===== config.mk =====
export PLATFORM = sky130hd
export DESIGN_NAME = maxnet_term_ctrl
export DESIGN_NICKNAME = d
export VERILOG_FILES = /design/src/rtl/maxnet_term_pkg.sv /design/src/rtl/maxnet_onehot_enc.sv /design/src/rtl/maxnet_term_ctrl.sv
export SDC_FILE = /design/constraint.sdc
export NUM_CORES = 1
export LEC_CHECK = 0
export CELL_PAD_IN_SITES_DETAIL_PLACEMENT = 1
export CELL_PAD_IN_SITES_GLOBAL_PLACEMENT = 1
export CORE_MARGIN = 2
export CORE_UTILIZATION = 27
export CTS_CLUSTER_DIAMETER = 80
export DETAILED_ROUTE_END_ITERATION = 10
export GPL_ROUTABILITY_DRIVEN = 0
export GPL_TIMING_DRIVEN = 0
export PLACE_DENSITY = 0.88
export SLEW_MARGIN = 30
export SYNTH_ARGS = -nofsm -noshare
export SYNTH_HDL_FRONTEND = slang
export SYNTH_SLANG_ARGS = --single-unit

===== constraint.sdc =====
create_clock -name clk -period 3.15 [get_ports clk]
set_input_delay 0.4725 -clock clk [delete_from_list [all_inputs] [get_ports clk]]
set_output_delay 0.4725 -clock clk [all_outputs]
set_load 0.05 [all_outputs]

===== src/rtl/maxnet_term_pkg.sv =====
// Shared types for the MaxNet termination controller.
// Build option: STALL_DETECT_EN adds stall detection (status 3).
package maxnet_term_pkg;

  typedef enum logic [1:0] {
    IDLE,
    RUN,
    DONE
  } state_t;

  typedef enum logic [1:0] {
    ST_WIN      = 2'd0,
    ST_ALL_ZERO = 2'd1,
    ST_TIMEOUT  = 2'd2,
    ST_STALL    = 2'd3
  } status_t;

  function automatic int clog2(input int v);
    int r;
    r = 0;
    for (int i = 0; i < 31; i++)
      if ((1 << i) < v) r = i + 1;
    return r;
  endfunction

endpackage


===== src/rtl/maxnet_onehot_enc.sv =====
// Classifies the alive mask: one-hot, all-zero and lowest set index.
// Purely combinational.
module maxnet_onehot_enc
  import maxnet_term_pkg::*;
#(
  parameter int N = 4,
  localparam int IW = clog2(N)
) (
  input  logic [N-1:0]  alive,
  output logic          is_onehot,
  output logic          is_zero,
  output logic [IW-1:0] lowest_idx
);

  assign is_zero   = ~|alive;
  assign is_onehot = $onehot(alive);

  // Scan high to low so the lowest set bit wins.
  always_comb begin
    lowest_idx = '0;
    for (int i = N - 1; i >= 0; i--)
      if (alive[i]) lowest_idx = IW'(i);
  end

endmodule


===== src/rtl/maxnet_term_ctrl.sv =====
// MaxNet winner-take-all termination controller.
// Build option: STALL_DETECT_EN enables repeated-mask stall detection.
module maxnet_term_ctrl
  import maxnet_term_pkg::*;
#(
  parameter int N       = 4,
  parameter int W       = 32,
  parameter int MAX_IT  = 64,
  parameter int STALL_K = 8,
  localparam int IW  = clog2(N),
  localparam int ITW = clog2(MAX_IT + 1)
) (
  input  logic           clk,
  input  logic           rst_n,
  input  logic           start,
  input  logic           in_valid,
  input  logic [N*W-1:0] x_bus,
  input  logic [N-1:0]   alive,
  output logic           busy,
  output logic           res_valid,
  input  logic           res_ready,
  output logic [IW-1:0]  win_idx,
  output logic [W-1:0]   win_val,
  output logic [1:0]     status,
  output logic [ITW-1:0] iter_cnt
);

  state_t         state_q, state_d;
  status_t        st_q, st_d;
  logic [IW-1:0]  idx_q, idx_d;
  logic [W-1:0]   val_q, val_d;
  logic [ITW-1:0] iter_q, iter_nxt;

  logic           is_onehot, is_zero;
  logic [IW-1:0]  low_idx;
  logic [W-1:0]   low_val;
  logic           sample, fin, to_hit, stall_hit;

  maxnet_onehot_enc #(.N(N)) u_enc (
    .alive      (alive),
    .is_onehot  (is_onehot),
    .is_zero    (is_zero),
    .lowest_idx (low_idx)
  );

  assign sample   = (state_q == RUN) && in_valid;
  assign iter_nxt = iter_q + ITW'(1);
  assign to_hit   = (iter_nxt == ITW'(MAX_IT));
  assign low_val  = x_bus[low_idx*W +: W];

`ifdef STALL_DETECT_EN
  localparam int SW = clog2(STALL_K + 1);

  logic [N-1:0]  last_q;
  logic [SW-1:0] rep_q, rep_d;

  always_comb begin
    rep_d = '0;
    if (alive == last_q)
      rep_d = (rep_q == SW'(STALL_K)) ? rep_q : rep_q + SW'(1);
  end

  assign stall_hit = (rep_d == SW'(STALL_K));

  always_ff @(posedge clk) begin
    if (!rst_n) begin
      last_q <= '0;
      rep_q  <= '0;
    end else if (state_q == IDLE && start) begin
      last_q <= '0;
      rep_q  <= '0;
    end else if (sample) begin
      last_q <= alive;
      rep_q  <= rep_d;
    end
  end
`else
  assign stall_hit = 1'b0;
`endif

  // Priority: WIN > ALL_ZERO > STALL > TIMEOUT.
  always_comb begin
    fin   = 1'b0;
    st_d  = ST_WIN;
    idx_d = low_idx;
    val_d = low_val;
    if (is_onehot) begin
      fin = 1'b1;
    end else if (is_zero) begin
      fin   = 1'b1;
      st_d  = ST_ALL_ZERO;
      idx_d = '0;
      val_d = '0;
    end else if (stall_hit) begin
      fin  = 1'b1;
      st_d = ST_STALL;
    end else if (to_hit) begin
      fin  = 1'b1;
      st_d = ST_TIMEOUT;
    end
  end

  always_comb begin
    state_d = state_q;
    unique case (state_q)
      IDLE:    if (start) state_d = RUN;
      RUN:     if (sample && fin) state_d = DONE;
      DONE:    if (res_ready) state_d = IDLE;
      default: state_d = IDLE;
    endcase
  end

  always_ff @(posedge clk) begin
    if (!rst_n) begin
      state_q <= IDLE;
      st_q    <= ST_WIN;
      idx_q   <= '0;
      val_q   <= '0;
      iter_q  <= '0;
    end else begin
      state_q <= state_d;
      if (state_q == IDLE && start)
        iter_q <= '0;
      else if (sample)
        iter_q <= iter_nxt;
      if (sample && fin) begin
        st_q  <= st_d;
        idx_q <= idx_d;
        val_q <= val_d;
      end
    end
  end

  assign busy      = (state_q == RUN);
  assign res_valid = (state_q == DONE);
  assign win_idx   = idx_q;
  assign win_val   = val_q;
  assign status    = st_q;
  assign iter_cnt  = iter_q;

endmodule


# --- Yosys cells after proc, flatten, opt, wreduce, memory -nomap -nowiden ---
# Index checks and enable logic that the tools add are counted.
# Widths: inputs -> output; s select.
word_totals:
  reg_bits: 45
  input_bits: 137
  output_inout_bits: 45
  elab_cells: 43
op_classes:
  n_addsub: 4
  eq_ne: 7
  shift: 1
  n_mux: 18
  n_bitwise: 1
  reduce_logical: 7
op_table:
  columns: ["cell", "n"]
  rows:
  - ["$shiftx 128x8->32", 1]
  - ["$mux 32", 2]
  - ["$mux 2", 12]
  - ["$add 7x1->7 const B", 1]
  - ["$eq 7x7->1 const B", 1]
  - ["$pmux 2 s3", 1]
  - ["$add 1x1->2", 2]
  - ["$ne 2x1->1 const B", 2]
  - ["$reduce_or 4->1", 1]
  - ["$add 3x3->3", 1]
  - ["$eq 3x1->1 const B", 1]
  - ["$logic_and 1x1->1", 3]
  - ["$mux 1", 3]
  - ["$reduce_and 3->1", 1]
  - ["$eq 2x1->1 const B", 1]
  - ["$eq 2x2->1 const B", 1]
  - ["$logic_not 2->1", 1]
  - ["$ne 2x2->1 const B", 1]
  - ["$reduce_or 2->1", 1]
  - ["$not 1->1", 1]

# --- Longest topological paths before layout ---
logic_depth:
  depth_word: 8
  ltp_mapped: 11

# --- By module ---
# Synthesis repeated with hierarchy kept, for this count alone.
unflattened:
  hier_cells: 357
  area_unflattened_um2: 3118.0
modules_own_cells:
  columns: ["module", "instances", "cells_each", "area_each_um2", "seq_area_each_um2"]
  rows:
  - ["maxnet_term_ctrl", 1, 342, 3004.1, 900.9]
  - ["maxnet_onehot_enc", 1, 15, 113.9, 0.0]

# --- Worst setup path before layout ---
# OpenSTA, ideal clock, no wires.
synth_path:
  kind: "input -> register"
  startpoint: "input port alive[2]"
  endpoint: "register val_q[0] (netlist: win_val[0])"
  setup_ps: 73
  t_arrival_ps: 2596
  required_ps: 3077
  path_slack_ps: 481
  stages: 11
  n_path_buf: 2
  path_cell_list: "inv_1 > ha_1 > ha_1 > fa_1 > nor3b_1 > nor2b_1 > nor2b_1 > clkbuf_1 > clkbuf_1 > nand2_1 > o22ai_2"
synth_between:
  elab_chain_cells: 6
  elab_cells_between_ends: 13
  classes_between: "add/sub (2); eq/ne (1); shift (1); mux (7); reduce/logical (2)"
synth_rtl:
  columns: ["item", "line", "rtl"]
  rows:
  - ["start: declaration", "maxnet_term_ctrl.sv:18", "input logic [N-1:0] alive,"]
  - ["$mux 2 (3 in series)", "maxnet_onehot_enc.sv:22", "if (alive[i]) lowest_idx = IW'(i);"]
  - ["$shiftx 128x8->32", "maxnet_term_ctrl.sv:49", "assign low_val = x_bus[low_idx*W +: W];"]
  - ["$mux 32", "maxnet_term_ctrl.sv:89", "end else if (is_zero) begin"]
  - ["$mux 32", "maxnet_term_ctrl.sv:87", "if (is_onehot) begin"]
  - ["end signal: assignment", "maxnet_term_ctrl.sv:129", "val_q <= val_d;"]
  - ["end: declaration", "maxnet_term_ctrl.sv:31", "logic [W-1:0] val_q, val_d;"]
# Parallel ways exist; a longest one is shown, timed or not.
# A chain may end at the register's enable or synchronous reset.

# --- Final worst setup path ---
layout_path:
  startpoint: "input port alive[2]"
  endpoint: "register idx_q[0] (netlist: win_idx[0])"
layout_between:
  elab_chain_cells: 5
  elab_cells_between_ends: 12
  classes_between: "add/sub (2); eq/ne (1); mux (7); reduce/logical (2)"
layout_rtl:
  columns: ["item", "line", "rtl"]
  rows:
  - ["$add 1x1->2 (implied by the code) or $mux 2 (tied branches)", "maxnet_onehot_enc.sv:16, maxnet_onehot_enc.sv:22", null]
  - ["$add 3x3->3 (implied by the code) or $mux 2 (tied branches)", "maxnet_onehot_enc.sv:16, maxnet_onehot_enc.sv:22", null]
  - ["$eq 3x1->1 or $mux 2 (tied branches)", "maxnet_onehot_enc.sv:16, maxnet_onehot_enc.sv:22", null]
  - ["$mux 1 or $mux 2 (tied branches)", "maxnet_term_ctrl.sv:87, maxnet_term_ctrl.sv:89", null]
  - ["$logic_and 1x1->1 or $mux 2 (tied branches)", "maxnet_term_ctrl.sv:126, maxnet_term_ctrl.sv:87", null]
  - ["end signal: assignment", "maxnet_term_ctrl.sv:128", "idx_q <= idx_d;"]
  - ["end: declaration", "maxnet_term_ctrl.sv:30", "logic [IW-1:0] idx_q, idx_d;"]
# Parallel ways exist; a longest one is shown, timed or not.

==> flow_metrics.env <==
export IMPL_status="completed"
export IMPL_grt_pass1_wl_um=20700
export IMPL_critPathKind="in2reg"
export IMPL_grt_max_degree=14
export IMPL_synth_top_area_share_pct=28.7
export IMPL_worstSetupEndpointType="register"
export IMPL_worst_pin_slew_ns=0.879
export IMPL_met1_usage_pct=23.8
export IMPL_fp_dieH_um=112
export IMPL_yosysWarnings=0
export IMPL_hold_viol=0
export IMPL_dp_hpwl_um=10800
export IMPL_hold_path_end="status[0]$_SDFFE_PN0P_"
export IMPL_async_reset_ff_share_pct=0
export IMPL_synthDistinctLibCells=43
export IMPL_setup_tns_ns=0
export IMPL_rsz0062_at_grt="no"
export IMPL_yosys_area_top_type="dfxtp_1"
export IMPL_synth_edff_count=0
export IMPL_viasPerCell=5.14
export IMPL_clkTransAtPathRegs_ns=0.06
export IMPL_wl_per_cell_um=18.6
export IMPL_route_detailed_drc=0
export IMPL_finalWirelength_um=13200
export IMPL_slowest_delay_ns=0.49
export IMPL_crit_required_ns=3.36
export IMPL_whs_path_depth=2
export IMPL_ant_nets=0
export IMPL_n_fill_cell=1357
export IMPL_setup_viol=0
export IMPL_fin_crit_sh_pct=95.5
export IMPL_r2r_cells=6
export IMPL_holdWs_ns=0.470
export IMPL_ys_ff_latch=45
export IMPL_start_util_pct=27.7
export IMPL_cts_sinks=45
export IMPL_fp_row_count=39
export IMPL_grt_util_met2_pct=38.0
export IMPL_area_growth_pct=69.2
export IMPL_grt_remaining_overflow=0
export IMPL_synth_common_cells="nand2_1, dfxtp_1, nand3_1, mux2i_1, a21oi_1"
export IMPL_cts_buffers=5
export IMPL_cts_buffer_depth=2
export IMPL_dp_cells=704
export IMPL_syn_inst=381
export IMPL_drive_above_1_share_pct=10.7
export IMPL_maxCapViolCount=0
export IMPL_final_cells=712
export IMPL_drt_pass1_iterations=4
export IMPL_regArea_sq_um=901
export IMPL_antenna_diode_count=0
export IMPL_io_buffers=180
export IMPL_die_w_um=112
export IMPL_synth_main_ff_cell="dfxtp_1"
export IMPL_nNetsFinal=714
export IMPL_worst_slack_ns=0.143
export IMPL_start_kind="input pin"
export IMPL_busiest_layer="met2"
export IMPL_avgSynthCellArea_sq_um=8.25
export IMPL_boundaryPins=182
export IMPL_path_cells="clkdlybuf4s50_1, inv_1, ha_1, ha_1, fa_1, nor3b_4, nor2b_1, nor2b_1, clkbuf_2, clkbuf_4, nand2_1, o22ai_2"
export IMPL_slew_headroom_pct=40.9
export IMPL_fmax_mhz=333
export IMPL_dieArea_sq_um=12500
export IMPL_cts_setup_buffers=0
export IMPL_cellPowerDensity_nw_per_um2=324
export IMPL_root_buffer="clkbuf_16"
export IMPL_worst_ep_arrival_time_ns=3.22
export IMPL_worstSkewPairLatency_ns=0.28
export IMPL_synth_most_common_cell="nand2_1"
export IMPL_hold_start="status[0]$_SDFFE_PN0P_"
export IMPL_grt_pass1_vias=4043
export IMPL_slowest_stage="clkdlybuf4s50_1"
export IMPL_drtIter0Drc=120
export IMPL_p_leak_nw=2.06
export IMPL_fin_crit_ns=3.01
export IMPL_fin_skew_ns=0.00407
export IMPL_multi_input_area_sq_um=2030
export IMPL_synth_area_sq_um=3140
export IMPL_cts_tree="yes"
export IMPL_syn_num_nets=527
export IMPL_vias=3662
export IMPL_htreeDepth=2
export IMPL_maxSlewViolCount=0
export IMPL_pre_cts_ws_ns=-0.727
export IMPL_hold_buffers=0
export IMPL_ir_drop_mv=0.306
export IMPL_hold_path_class="reg2reg"
export IMPL_fp_coreArea_sq_um=11400
export IMPL_use_met3_pct=5.17
export IMPL_path_max_fanout=10
export IMPL_track_usage_pct=20.5
export IMPL_antenna_found_initial=0
export IMPL_regToRegSetupSlack_ns=1.21
export IMPL_r2r_start="state_q[0]$_SDFFE_PN0P_"
export IMPL_synth_area_leaders="dfxtp_1, o22ai_2, mux2i_1, nand2_1, a22oi_1"
export IMPL_yosysSeqAreaShare_pct=28.7
export IMPL_r2r_end="win_val[31]$_SDFFE_PN0P_"
worst max path at each step:
stage	from	end	slack (ns)	cells after the start
floorplan	alive[2]	win_val[0]$_SDFFE_PN0P_	0.48	11
global placement	alive[0]	win_val[15]$_SDFFE_PN0P_	-0.62	12
detailed placement	alive[0]	win_val[15]$_SDFFE_PN0P_	-0.73	12
CTS	alive[0]	win_idx[0]$_SDFFE_PN0P_	-0.02	10
global route	alive[2]	win_idx[0]$_SDFFE_PN0P_	0.0004	12
finish	alive[2]	win_idx[0]$_SDFFE_PN0P_	0.14	12
cell families after synthesis:
kind of cell | share of synthesized area [%]
xor+xnor | 1.95
simple gates | 19.4
buf+inv | 7.24
flops | 28.7
mux | 10.8
fa+ha+maj | 3.82
compound gates | 28.1
power breakdown:
| group | switching (mW) | internal (mW) | leakage (nW) |
|---|---|---|---|
| clock | 0.213 | 0.336 | 0.0799 |
| combinational | 0.283 | 0.290 | 1.62 |
| sequential | 0.0134 | 0.587 | 0.364 |
layer usage:
| layer | share of wire [%] | wire [um] |
|---|---|---|
| met2 | 51 | 6770 |
| met4 | 1.7 | 225 |
| met5 | 0 | 0 |
| met1 | 40 | 5350 |
| met3 | 6.7 | 883 |
placed cells by master, fill, tap and decap left out, drive strengths merged, types with 2 or more instances in the layout:
cell and n:
a21oi 33, a22oi 32, buf 19, clkbuf 26, clkdlybuf4s50 178, dfxtp 45, dlymetal6s2s 2, ha 8
inv 5, mux2i 34, nand2 73, nand2b 2, nand3 35, nand4 2, nor2 8, nor2b 4
nor3 2, o21ai 3, o22ai 34, xnor2 3, xor2 4
worst max-delay path: cells and delay by family:
family | cells | cell delay [ns]
buf+inv | 4 | 1.02
fa+ha+maj | 3 | 0.99
simple gates | 4 | 0.60
compound gates | 1 | 0.13
registers in the layout, summed over array words and instances (netlist names):
register / flops
win_idx: 2
state_q: 2
iter_cnt: 7
win_val: 32
status: 2
final cells by class:
type                    instances  share of cell area [%]
plain buffers                  38                    4.21
clock buffers                   7                    2.87
clock inverters                 1                  0.0941
inverters                       5                   0.353
multi-input cells             293                    38.2
flip-flops and latches         45                    16.9
well taps                     143                    3.36
repair buffers                180                    34.0
per-stage QoR:
stage | power (mW) | cell area [sq um] | util [%]
global placement | 1.16 | 5120 | 45.1
global route | 1.80 | 5320 | 46.8
finish | 1.72 | 5320 | 46.8
CTS | 1.72 | 5290 | 46.6
detailed placement | 1.18 | 5120 | 45.1
floorplan | 0.892 | 3140 | -
repair_timing:
action / in CTS / in global routing
resized for setup: 6 / 13
pin swaps: 0 / 0
setup endpoints to repair: 33 / 36
Power figures use the tool's default switching activity.
